## src/rtl/muxn_stream.sv

```systemverilog
// muxn_stream: N:1 valid/ready stream mux with a registered, channel-tagged output stage.
// Define MUXN_RR_ARB_EN for round-robin arbitration instead of the static mux_sel grant.
module muxn_stream #(
    parameter int unsigned NUM_IN = 4,
    parameter int unsigned DATA_W = 16,
    localparam int unsigned SEL_W = (NUM_IN > 1) ? $clog2(NUM_IN) : 1
) (
    input  logic                     clk,
    input  logic                     rst,
    input  logic [NUM_IN*DATA_W-1:0] in_data,
    input  logic [NUM_IN-1:0]        in_valid,
    output logic [NUM_IN-1:0]        in_ready,
    input  logic [SEL_W-1:0]         mux_sel,
    output logic [DATA_W-1:0]        out_data,
    output logic [SEL_W-1:0]         out_chan,
    output logic                     out_valid,
    input  logic                     out_ready
);

    logic              load_en;
    logic              grant_vld;
    logic [SEL_W-1:0]  grant_idx;
    logic [DATA_W-1:0] grant_word;
    logic              accept;

    // Output register may take a new word when empty or being drained this cycle.
    assign load_en = !out_valid || out_ready;

`ifdef MUXN_RR_ARB_EN
    logic [SEL_W-1:0] rr_ptr;
    logic             hi_vld;
    logic [SEL_W-1:0] hi_idx;
    logic             lo_vld;
    logic [SEL_W-1:0] lo_idx;
    logic             unused_sel;

    assign unused_sel = ^mux_sel;

    // Lowest valid channel at or above rr_ptr wins; otherwise wrap to lowest valid overall.
    always_comb begin
        hi_vld = 1'b0;
        hi_idx = '0;
        lo_vld = 1'b0;
        lo_idx = '0;
        for (int i = int'(NUM_IN) - 1; i >= 0; i--) begin
            if (in_valid[i]) begin
                lo_vld = 1'b1;
                lo_idx = SEL_W'(i);
                if (i >= int'(rr_ptr)) begin
                    hi_vld = 1'b1;
                    hi_idx = SEL_W'(i);
                end
            end
        end
        grant_vld = hi_vld || lo_vld;
        grant_idx = hi_vld ? hi_idx : lo_idx;
    end

    always_ff @(posedge clk or posedge rst) begin
        if (rst) begin
            rr_ptr <= '0;
        end else if (accept) begin
            rr_ptr <= (32'(grant_idx) == NUM_IN - 1) ? '0 : grant_idx + SEL_W'(1);
        end
    end
`else
    // Out-of-range selects (possible when NUM_IN is not a power of two) grant nobody.
    always_comb begin
        grant_vld = 32'(mux_sel) < NUM_IN;
        grant_idx = mux_sel;
    end
`endif

    always_comb begin
        grant_word = '0;
        for (int unsigned i = 0; i < NUM_IN; i++) begin
            if (32'(grant_idx) == i) begin
                grant_word = in_data[i*DATA_W +: DATA_W];
            end
        end
    end

    always_comb begin
        in_ready = '0;
        for (int unsigned i = 0; i < NUM_IN; i++) begin
            in_ready[i] = !rst && grant_vld && load_en && (32'(grant_idx) == i);
        end
    end

    assign accept = |(in_valid & in_ready);

    always_ff @(posedge clk or posedge rst) begin
        if (rst) begin
            out_valid <= 1'b0;
            out_data  <= '0;
            out_chan  <= '0;
        end else if (accept) begin
            out_valid <= 1'b1;
            out_data  <= grant_word;
            out_chan  <= grant_idx;
        end else if (out_ready) begin
            out_valid <= 1'b0;
        end
    end

endmodule

```

## config.mk

```make
export PLATFORM = sky130hd
export DESIGN_NAME = muxn_stream
export DESIGN_NICKNAME = d
export VERILOG_FILES = /design/src/rtl/muxn_stream.sv
export SDC_FILE = /design/constraint.sdc
export NUM_CORES = 1
export LEC_CHECK = 0
export BUFFER_PORTS_ARGS = -buffer_cell sky130_fd_sc_hd__buf_2
export CORE_ASPECT_RATIO = 1.1
export CORE_MARGIN = 2
export CORE_UTILIZATION = 42
export CTS_BUF_LIST = sky130_fd_sc_hd__clkbuf_8 sky130_fd_sc_hd__clkbuf_16
export CTS_CLUSTER_SIZE = 14
export DETAILED_ROUTE_END_ITERATION = 8
export PLACE_DENSITY = 0.81
export SLEW_MARGIN = 20
export SYNTH_ARGS = -nofsm -noshare
export SYNTH_HDL_FRONTEND = slang
export SYNTH_SLANG_ARGS = --single-unit
```

## constraint.sdc

```tcl
create_clock -name clk -period 5.8 [get_ports clk]
set_input_delay 1.74 -clock clk [delete_from_list [all_inputs] [get_ports clk]]
set_output_delay 1.74 -clock clk [all_outputs]
set_load 0.02 [all_outputs]
```

# [Word-level counts from Yosys, hierarchy flattened]
# Cells that the tools add are included.
[classes] eq_ne=3 muxes=6 bitwise=1 n_reduce_logical=11
[ops] operator="16-bit two-way mux" n=4
[ops] operator="1-bit logical AND" n=5
[ops] operator="4-bit bitwise AND" n=1
[ops] operator="2-bit == test (second input constant)" n=2
[ops] operator="4-bit OR reduction" n=1
[ops] operator="2-bit by 1-bit == test with 1-bit output (second input constant)" n=1
[ops] operator="1-bit zero test" n=2
[ops] operator="2-bit zero test" n=1
[ops] operator="1-bit two-way mux" n=2
[ops] operator="2-bit nonzero test" n=1
[ops] operator="1-bit logical OR" n=1
[word_totals] reg_bits=19 in_bits=73 output_inout_bits=23 word_cells=24

# [Depth between registers and ports, before layout]
# Gate-level depths: netlist (run 1).
[logic_depth] word_depth=7 depth_mapped=5 mapped_depth_nobuf=3

# [Worst setup path before layout (run 1)]
# No wires, ideal clock.
[synth_timing] kind="in2out" from="input port rst" to="output port in_ready[0]" arrival_time_ns=2.940 required_ns=4.060 setup_slack_ns=1.120 stages=3 n_path_buf=0 path_cell_list="inv_1 nand2_1 nor3_1"
[synth_via] elab_chain_len=3
[synth_lines] element="start: declaration" line_no="9" text="input logic rst,"
[synth_lines] element="1-bit zero test (no source line)"
[synth_lines] element="1-bit logical AND (2 in a row)" line_no="86" text="in_ready[i] = !rst && grant_vld && load_en && (32'(grant_idx) == i);"
[synth_lines] element="end: declaration" line_no="12" text="output logic [NUM_IN-1:0] in_ready,"
# No other way between the ends.

# [Final worst setup path (run 1)]
# Same ends and word-level chain as after synthesis.

==> results.py, run 1 <==
metrics = {
    "logic_synthesis": {
        "postSynthCellCount": 75,
        "post_synth_xor_area_fraction_pct": 0,
        "synth_area_per_cell_sq_um": 16.52,
        "mappedNetlistArea_sq_mm": 0.001239,
        "synth_area_leaders": "sky130_fd_sc_hd__dfrtp_1 38%, sky130_fd_sc_hd__mux4_2 31%, sky130_fd_sc_hd__mux2_4 11%, sky130_fd_sc_hd__mux2_2 9.1%, sky130_fd_sc_hd__buf_12 1.6%",
        "syn_nets": 148,
        "synth-seq-area-share_pct": 38.38,
        "post-synth-top-area-fraction_pct": 38.38,
        "ys_types": 16,
        "largest_family_of_logic_cells_by_synthesized_area": "multiplexers",
        "synth_simple_gate_area_share_pct": 4.545,
        "arithmetic_cell_share_of_the_synthesized_area_counting_full_adders_half_adders_and_majority_gates_pct": 0,
        "netlist.top_cell.by_area": "sky130_fd_sc_hd__dfrtp_1",
        "synth_compound_area_share_pct": 1.212,
        "muxShareOfSynthArea_pct": 50.91,
        "postSynthRegisterBits": 19,
        "yosysWarningCount": 0,
    },
    "global_route": {
        "grt_antenna_before_repair": 0,
        "grt_pass1_vias": 1037,
        "grt_pass1_wl_um": 4885,
        "pin_count_of_the_biggest_net_entering_global_routing": 24,
        "globalRoute.totalOverflow": 0,
        "globalRouteTotalUtil_pct": 19.07,
    },
    "clock_network": {
        "clk_pin_slew_ps": 70,
        "cts-buffers-inserted": 3,
        "clock-sinks": 19,
        "cts_max_level": 1,
        "post_cts_resized": 0,
        "cts_tree": "yes",
        "cts-hold-fix-buffers": 0,
        "post-cts-setup-buffer-count": 0,
        "clock_tree.root_cell": "sky130_fd_sc_hd__clkbuf_8",
        "maximum_clock_path_buffer_count": 2,
        "clock_latency_ps": 250,
    },
    "place": {
        "hpwlAfterDp_um": 2500,
        "io_buffers": 95,
        "pre_cts_slack_ps": 1321,
        "place.gp.congestion": 0.7875,
    },
    "critical_path": {
        "worst_ep_arrival_time_ps": 2720,
        "worst_setup_path_start_kind": "input port",
        "crit_required_ps": 4060,
        "cp-end-kind": "primary output",
        "critical_path.max_fanout": 23,
        "classification_of_the_worst_setup_path": "input port to primary output",
    },
    "floorplan": {
        "start_util_pct": 44.59,
        "die_height_um": 60.96,
        "core.rowCount": 20,
        "design.portCount": 96,
        "coreArea_sq_mm": 0.002778,
        "fp.dieW_um": 55.78,
        "die_area_sq_mm": 0.003400,
    },
    "timing": {
        "fin_setup_tns_ps": 0,
        "final-setup-viol-count": 0,
        "report.final.hold_viol_count": 0,
        "count_of_pins_over_their_slew_limit": 0,
        "tightestPinTransition_ps": 455.5,
        "finalCritPeriodShare_pct": 76.95,
        "worst_slew_margin_rel_pct": 69.63,
        "finalWorstSetupSlack_ps": 1337,
        "finalWorstPathRequiredPeriod_ps": 4463,
        "setup_repair_after_global_routing_missed_its_margin": "no",
        "fmaxAchievable_mhz": 224.1,
        "skew_ps": 2.881,
    },
    "worst_hold_path": {
        "hp-class": "register to register",
    },
    "drt": {
        "drt_iter0_markers": 16,
        "routedWlPerCell_um": 15.38,
        "postRouteWirelength_um": 3123,
        "viasPerCell": 5.138,
        "ant_nets": 0,
        "drt_drc_violations_left": 0,
        "drtPass1Iterations": 4,
        "route.vias.total": 1043,
    },
    "finish": {
        "finalNetCount": 244,
        "diodes": 0,
        "post_route_cells_drive_above_1_share_pct": 80.59,
        "syn_to_final_growth_pct": 42.52,
        "finalCoreUtilization_pct": 63.56,
    },
    "power": {
        "power.ir.vdd_worst_mv": 0.1537,
        "p_leak_nw": 0.9097,
        "p_per_area_mw_per_mm2": 270.9,
    },
    "status": {
        "status": "finished clean",
    },
    "run": {
        "max-cap-violations": 0,
    },
}
## cells in the final DEF (no fill, tap or decap), drive strengths merged
cell	n
nand2b	1
mux2	19
dfrtp	19
nand2	2
nor3	4
mux4	17
buf	97
a31oi	1
nand3	2
o2bb2ai	1
inv	4
clkbuf	3
## stage by stage
step	hold slack, ps	cell area, sq um	instances	power [mW]
after global routing	528.9	1765	203	0.5059
after detailed placement	491.4	1720	199	0.3943
final	505.1	1765	203	0.4782
after global placement	485.4	1720	199	0.3882
after CTS	509.2	1765	203	0.4842
after floorplan	612.9	1239	75	0.3212
## registers in the layout, summed over array words and instances, names as in the netlist
name,count
out_data,16
out_chan,2
out_valid,1
## worst max-delay path: stages
cell,delay (ps)
sky130_fd_sc_hd__buf_2,90
sky130_fd_sc_hd__inv_1,40
sky130_fd_sc_hd__buf_4,280
sky130_fd_sc_hd__nand2_1,170
sky130_fd_sc_hd__nor3_1,190
sky130_fd_sc_hd__buf_2,200
## Yosys cell counts
master and n:
sky130_fd_sc_hd__dfrtp_1 19, sky130_fd_sc_hd__mux4_2 17, sky130_fd_sc_hd__mux2_2 10, sky130_fd_sc_hd__mux2_4 9, sky130_fd_sc_hd__nor3_1 4, sky130_fd_sc_hd__buf_2 3
sky130_fd_sc_hd__inv_1 3, sky130_fd_sc_hd__nand2_1 2, sky130_fd_sc_hd__a31oi_1 1, sky130_fd_sc_hd__buf_1 1, sky130_fd_sc_hd__buf_12 1, sky130_fd_sc_hd__buf_6 1
sky130_fd_sc_hd__nand2b_1 1, sky130_fd_sc_hd__nand3_1 1, sky130_fd_sc_hd__nand3_4 1, sky130_fd_sc_hd__o2bb2ai_1 1
## worst paths after layout
| check | start | to | slack [ps] | cells after the start |
|---|---|---|---|---|
| min reg2reg | out_data[13] | out_data[13] | 510 | 1 |
| max reg2reg | out_valid | out_data[4] | 4370 | 3 |
| max in group asynchronous | rst | out_chan[1] | 4060 | 3 |
| min | out_data[13] | out_data[13] | 510 | 1 |
| max | rst | in_ready[0] | 1340 | 6 |
| min in group asynchronous | rst | out_data[0] | 1510 | 3 |
## area by class of cell
| class | instances | area (sq um) |
|---|---|---|
| Clock inverter | 1 | 3.754 |
| Fill cell | 210 | 1012 |
| Clock buffer | 3 | 41.29 |
| Sequential cell | 19 | 475.5 |
| Multi-Input combinational cell | 47 | 701.9 |
| Inverter | 3 | 11.26 |
| Tap cell | 33 | 41.29 |
| Timing Repair Buffer | 97 | 490.5 |
## metal layers
metal	global-route usage (%)	part of all wire, %	vias to the layer above
li1	-	-	487
met1	23.45	38	488
met2	32.48	50	64
met3	4.264	9.9	4
met4	9.408	1.4	0
met5	0	0	-
## power by group
group | total [mW] | leakage (nW) | switching, mW | internal (mW)
Clock | 0.0874 | 0.0269 | 0.0404 | 0.0470
Combinational | 0.204 | 0.661 | 0.102 | 0.103
Sequential | 0.187 | 0.222 | 0.0180 | 0.169
## logic make-up (layout without fill, tap and decap cells)
logic type / after synthesis / in the layout
AO/OA/AOI/OAI: 2 / 2
buffers and inverters: 9 / 104
flip-flops: 19 / 19
multiplexers: 36 / 36
AND/OR/NAND/NOR: 9 / 9
Power figures use the tool's default switching activity.
==> run 2, diff against run 1 <==
--- a/config.mk
+++ b/config.mk
@@ -8,11 +8,11 @@
 export BUFFER_PORTS_ARGS = -buffer_cell sky130_fd_sc_hd__buf_2
 export CORE_ASPECT_RATIO = 1.1
 export CORE_MARGIN = 2
-export CORE_UTILIZATION = 42
+export CORE_UTILIZATION = 36
 export CTS_BUF_LIST = sky130_fd_sc_hd__clkbuf_8 sky130_fd_sc_hd__clkbuf_16
 export CTS_CLUSTER_SIZE = 14
 export DETAILED_ROUTE_END_ITERATION = 8
-export PLACE_DENSITY = 0.81
+export PLACE_DENSITY = 0.74
 export SLEW_MARGIN = 20
 export SYNTH_ARGS = -nofsm -noshare
 export SYNTH_HDL_FRONTEND = slang
==> constraint.sdc (replaced) <==
create_clock -name clk -period 4.05 [get_ports clk]
set_input_delay 1.215 -clock clk [delete_from_list [all_inputs] [get_ports clk]]
set_output_delay 1.215 -clock clk [all_outputs]
set_load 0.02 [all_outputs]
==> run 2 against run 1 <==
Effect of this change: register-to-register slack got worse by 1800 ps; count of clock-buffer cells in the layout did not move; clock skew fell by 1.7 ps; die area rose by 15%.
==> results.py, run 2 (synthesized netlist as in run 1, its figures left out) <==
metrics = {
    "floorplan": {
        "core.rowCount": 22,
        "die_height_um": 65.52,
        "coreArea_sq_mm": 0.003303,
        "die_area_sq_mm": 0.003927,
        "design.portCount": 96,
        "fp.dieW_um": 59.93,
        "start_util_pct": 37.50,
    },
    "finish": {
        "post_route_cells_drive_above_1_share_pct": 81.18,
        "largest_reg_flops": 16,
        "top_regs": "out_data: 16 flops, out_chan: 2 flops, out_valid: 1 flops",
        "syn_to_final_growth_pct": 42.93,
        "diodes": 0,
        "mostFrequentLayoutCells": "95 x sky130_fd_sc_hd__buf_2, 19 x sky130_fd_sc_hd__dfrtp_1, 17 x sky130_fd_sc_hd__mux4_2, 10 x sky130_fd_sc_hd__mux2_2, 9 x sky130_fd_sc_hd__mux2_4",
        "num-fill-cells": 308,
        "layout_commonest_cell": "sky130_fd_sc_hd__buf_2",
        "finalNetCount": 244,
        "regMostFlops": "out_data",
    },
    "critical_path": {
        "worst_ep_arrival_time_ps": 2140,
        "critical_path.max_fanout": 20,
        "critical_path.slowest_cell": "sky130_fd_sc_hd__buf_2",
        "critical_path.cell_chain": "buf_2 > inv_1 > nor3_1 > buf_2",
        "cp-end-kind": "primary output",
        "crit_path_largest_cell_delay_ps": 380,
        "worst_r2r_startpoint": "out_valid",
        "classification_of_the_worst_setup_path": "input port to primary output",
        "crit_required_ps": 2830,
        "path_common_cell": "sky130_fd_sc_hd__buf_2",
        "worst_setup_path_start_kind": "input port",
        "critical_path.startpoint": "mux_sel[1]",
    },
    "clock_network": {
        "clock-sinks": 19,
        "clock_tree.root_cell": "sky130_fd_sc_hd__clkbuf_8",
        "post-cts-setup-buffer-count": 0,
        "maximum_clock_path_buffer_count": 2,
        "cts-hold-fix-buffers": 0,
        "cts_tree": "yes",
        "clock_latency_ps": 260,
        "cts_max_level": 1,
        "post_cts_resized": 0,
        "cts-buffers-inserted": 3,
        "clk_pin_slew_ps": 70,
    },
    "power": {
        "p_per_area_mw_per_mm2": 392.1,
        "p_sw_uw": 237.3,
        "switching_share_pct": 34.18,
        "power.ir.vdd_worst_mv": 0.1248,
        "clock_power_share_pct": 19.3,
        "seq_power_share_pct": 38.5,
        "power.internal_uw": 456.9,
        "pwr-share-comb_pct": 42.2,
        "power_uw": 694.2,
        "p_leak_nw": 0.9083,
    },
    "global_route": {
        "grt_pass1_vias": 1196,
        "grt_pass1_wl_um": 5326,
        "grt_antenna_before_repair": 0,
        "globalRouteTotalUtil_pct": 18.63,
        "pin_count_of_the_biggest_net_entering_global_routing": 23,
        "globalRoute.totalOverflow": 0,
    },
    "drt": {
        "viasPerCell": 5.311,
        "drt_drc_violations_left": 0,
        "postRouteWirelength_um": 3451,
        "drt_iter0_markers": 50,
        "ant_nets": 0,
        "routedWlPerCell_um": 16.75,
        "route.vias.total": 1094,
        "drtPass1Iterations": 4,
    },
    "timing": {
        "skew_ps": 1.151,
        "hold_ws_ps": 505.9,
        "worst_slew_margin_rel_pct": 68.92,
        "final-setup-viol-count": 0,
        "finalCritPeriodShare_pct": 82.90,
        "report.final.hold_viol_count": 0,
        "finalWorstPathRequiredPeriod_ps": 3358,
        "fin_setup_tns_ps": 0,
        "fmaxAchievable_mhz": 297.8,
        "count_of_pins_over_their_slew_limit": 0,
        "setup_repair_after_global_routing_missed_its_margin": "no",
        "tightestPinTransition_ps": 466.2,
    },
    "place": {
        "place.gp.congestion": 0.7125,
        "hpwlAfterDp_um": 2829,
        "io_buffers": 95,
    },
    "worst_hold_path": {
        "hp-class": "register to register",
        "worstHoldStart": "out_data[1]",
    },
    "run": {
        "max-cap-violations": 0,
    },
    "status": {
        "status": "finished clean",
    },
}
==> run 2: cell types whose count changed in the layout (fill, tap and decap cells not counted), sizes merged <==
cell and change:
clkinv +1, inv -1
==> run 2: worst paths after layout <==
path                                end  slack, ps  cells after the start
min in group asynchronous  out_data[12]       1030                      3
max reg2reg                 out_data[9]       2620                      3
min                         out_data[1]        510                      1
max                         in_ready[3]        690                      4
min reg2reg                 out_data[1]        510                      1
max in group asynchronous   out_data[3]       2790                      3
==> run 2: final cells by class <==
| cell class | count | area [sq um] | share of cell area, % |
|---|---|---|---|
| Clock inverter | 1 | 5.005 | 0.2827 |
| Tap cell | 36 | 45.04 | 2.544 |
| Multi-Input combinational cell | 47 | 701.9 | 39.65 |
| Clock buffer | 3 | 41.29 | 2.332 |
| Sequential cell | 19 | 475.5 | 26.86 |
| Timing Repair Buffer | 97 | 490.5 | 27.70 |
| Inverter | 3 | 11.26 | 0.6360 |
==> run 2: routing by layer <==
layer  vias to the layer above  track usage (%)  routed length, um
li1                        488                -                  -
met1                       540            18.58               1244
met2                        62            37.09               1919
met3                         4            2.165                239
met4                         0            7.500                 47
met5                         -                0                  0
==> run 2: worst max-delay path, delay by kind of cell <==
kind | cells | cell delay (ps)
simple gates | 1 | 210
buf+inv | 3 | 710
==> run 2: per-stage QoR <==
step	setup slack (ps)	utilization, %	cell area (sq um)	instances
floorplan	420.0	-	1239	75
global placement	756.7	52.20	1724	202
detailed placement	689.9	52.20	1724	202
CTS	688.4	53.60	1770	206
global route	607.0	53.60	1770	206
finish	692.4	53.60	1770	206
==> run 2: power groups by stage <==
| stage | sequential [mW] | combinational (mW) | clock (mW) |
|---|---|---|---|
| after floorplan | 0.336 | 0.125 | 0 |
| after global placement | 0.268 | 0.290 | 0 |
| after detailed placement | 0.271 | 0.295 | 0 |
| after CTS | 0.268 | 0.297 | 0.141 |
| after global routing | 0.273 | 0.313 | 0.149 |
| final | 0.267 | 0.293 | 0.134 |
==> run 3, diff against run 2 <==
--- a/config.mk
+++ b/config.mk
@@ -8,11 +8,11 @@
 export BUFFER_PORTS_ARGS = -buffer_cell sky130_fd_sc_hd__buf_2
 export CORE_ASPECT_RATIO = 1.1
 export CORE_MARGIN = 2
-export CORE_UTILIZATION = 36
+export CORE_UTILIZATION = 39
 export CTS_BUF_LIST = sky130_fd_sc_hd__clkbuf_8 sky130_fd_sc_hd__clkbuf_16
 export CTS_CLUSTER_SIZE = 14
 export DETAILED_ROUTE_END_ITERATION = 8
-export PLACE_DENSITY = 0.74
+export PLACE_DENSITY = 0.76
 export SLEW_MARGIN = 20
 export SYNTH_ARGS = -nofsm -noshare
 export SYNTH_HDL_FRONTEND = slang
==> constraint.sdc (replaced) <==
create_clock -name clk -period 3.4 [get_ports clk]
set_input_delay 1.02 -clock clk [delete_from_list [all_inputs] [get_ports clk]]
set_output_delay 1.02 -clock clk [all_outputs]
set_load 0.02 [all_outputs]
==> run 3 against run 2 <==
Effect of this change: combinational power grew 17%; cell count shrank 0.97%; critical endpoint is now in_ready[2]; sequential share of layout area is essentially flat; hold slack gained 4.2 ps; via count shrank 2.5%; non-clock buffer count is the same; register-to-register slack lost 610 ps; sequential cell count is the same; critical path depth is the same; core utilization grew 4.4 points; die area shrank 7.2%.
==> results.py, run 3 (synthesized netlist as in run 1, its figures left out) <==
metrics = {
    "status": {
        "status": "finished clean",
    },
    "drt": {
        "ant_nets": 0,
        "route.vias.total": 1067,
        "drtPass1Iterations": 4,
        "postRouteWirelength_um": 3258,
        "drt_iter0_markers": 18,
        "drt_drc_violations_left": 0,
        "viasPerCell": 5.230,
        "routedWlPerCell_um": 15.97,
    },
    "floorplan": {
        "fp.dieW_um": 57.74,
        "start_util_pct": 40.64,
        "core.rowCount": 21,
        "design.portCount": 96,
        "coreArea_sq_mm": 0.003048,
        "die_area_sq_mm": 0.003643,
        "die_height_um": 63.11,
    },
    "critical_path": {
        "cp-end-kind": "primary output",
        "critical_path.slowest_cell": "sky130_fd_sc_hd__buf_2",
        "critical_path.cell_chain": "buf_2 > inv_1 > nor3_1 > buf_2",
        "worst_setup_path_start_kind": "input port",
        "critPathBufInv": 3,
        "path_common_cell": "sky130_fd_sc_hd__buf_2",
        "classification_of_the_worst_setup_path": "input port to primary output",
        "crit_path_largest_cell_delay_ps": 360,
        "crit_required_ps": 2380,
        "crit_family": "buffers and inverters",
        "critical_path.max_fanout": 20,
        "worst_ep_arrival_time_ps": 1980,
    },
    "finish": {
        "top_regs": "out_data: 16 flops, out_chan: 2 flops, out_valid: 1 flops",
        "fin_area_sq_mm": 0.001768,
        "finalNetCount": 244,
        "regMostFlops": "out_data",
        "largest_reg_flops": 16,
        "layout_commonest_cell": "sky130_fd_sc_hd__buf_2",
        "diodes": 0,
        "layoutNonFillerInstCount": 204,
        "syn_to_final_growth_pct": 42.73,
        "post_route_cells_drive_above_1_share_pct": 81.18,
        "mostFrequentLayoutCells": "95 x sky130_fd_sc_hd__buf_2, 19 x sky130_fd_sc_hd__dfrtp_1, 17 x sky130_fd_sc_hd__mux4_2, 10 x sky130_fd_sc_hd__mux2_2, 9 x sky130_fd_sc_hd__mux2_4",
        "num-fill-cells": 265,
    },
    "timing": {
        "count_of_pins_over_their_slew_limit": 0,
        "fmaxAchievable_mhz": 333.8,
        "fin_setup_tns_ps": 0,
        "report.final.hold_viol_count": 0,
        "setup_repair_after_global_routing_missed_its_margin": "no",
        "tightestPinTransition_ps": 434.6,
        "finalWorstPathRequiredPeriod_ps": 2996,
        "finalCritPeriodShare_pct": 88.11,
        "final-setup-viol-count": 0,
        "worst_slew_margin_rel_pct": 71.02,
        "skew_ps": 5.243,
    },
    "clock_network": {
        "cts-hold-fix-buffers": 0,
        "cts-buffers-inserted": 3,
        "maximum_clock_path_buffer_count": 2,
        "cts_max_level": 1,
        "clock-sinks": 19,
        "post_cts_resized": 0,
        "clk_pin_slew_ps": 70,
        "clock_latency_ps": 250,
        "cts_tree": "yes",
        "clock_tree.root_cell": "sky130_fd_sc_hd__clkbuf_8",
        "post-cts-setup-buffer-count": 0,
    },
    "place": {
        "placed_area_sq_mm": 0.001722,
        "placedCellCount": 200,
        "hpwlAfterDp_um": 2748,
        "io_buffers": 95,
        "place.gp.congestion": 0.6843,
    },
    "global_route": {
        "grt_antenna_before_repair": 0,
        "grt_pass1_vias": 1160,
        "globalRoute.totalOverflow": 0,
        "pin_count_of_the_biggest_net_entering_global_routing": 23,
        "grt_pass1_wl_um": 5333,
        "globalRouteTotalUtil_pct": 19.37,
    },
    "power": {
        "power.ir.vdd_worst_mv": 0.2976,
        "p_per_area_mw_per_mm2": 463.3,
        "p_leak_nw": 0.9083,
        "power_uw": 819.1,
    },
    "worst_hold_path": {
        "hp-class": "register to register",
    },
    "run": {
        "max-cap-violations": 0,
    },
}
==> run 3: cell counts in the layout (fill, tap and decap cells not counted) <==
Identical to the previous run, type by type.
==> run 3: report_power, final <==
group          leakage (nW)  internal [mW]  switching, mW
logic                 0.661          0.175          0.168
clock network        0.0255         0.0813         0.0736
registers             0.222          0.288         0.0338
total                 0.908          0.544          0.275
==> run 3: final timing paths <==
| kind | start | end | slack, ps | cells past startpoint |
|---|---|---|---|---|
| worst max-delay path | mux_sel[1] | in_ready[2] | 400 | 4 |
| worst min-delay path | out_chan[0] | out_chan[0] | 510 | 1 |
| worst max register to register | out_valid | out_data[8] | 2010 | 3 |
| worst min register to register | out_chan[0] | out_chan[0] | 510 | 1 |
| max in group asynchronous | rst | out_data[8] | 2280 | 3 |
| min in group asynchronous | rst | out_data[5] | 890 | 3 |
==> run 3: layer usage <==
metal / vias to the layer above / track usage [%] / share of wire [%]
met5: - / 0 / 0
li1: 489 / - / -
met4: 0 / 6.395 / 0.58
met2: 53 / 32.39 / 52
met1: 523 / 24.35 / 39
met3: 2 / 4.723 / 8.4
==> run 3: worst reg2reg max path: cells and delay by family (launching register included) <==
| kind | cells | cell delay [ps] |
|---|---|---|
| AND/OR/NAND/NOR | 2 | 490 |
| flip-flops | 1 | 380 |
| multiplexers | 1 | 400 |
==> run 3: area by class of cell <==
| cell class | instances | area (sq um) | share of cell area, % |
|---|---|---|---|
| Multi-Input combinational cell | 47 | 701.9 | 39.70 |
| Timing Repair Buffer | 97 | 490.5 | 27.74 |
| Sequential cell | 19 | 475.5 | 26.89 |
| Tap cell | 34 | 42.54 | 2.406 |
| Clock buffer | 3 | 41.29 | 2.335 |
| Inverter | 3 | 11.26 | 0.6369 |
| Clock inverter | 1 | 5.005 | 0.2831 |
==> run 3: metrics by stage <==
stage	setup WS [ps]	util, %	hold slack, ps
global placement	520.7	56.49	487.6
floorplan	160.0	-	612.9
global route	393.8	58.00	527.1
CTS	425.1	58.00	512.3
finish	404.3	58.00	510.1
detailed placement	427.6	56.49	493.3
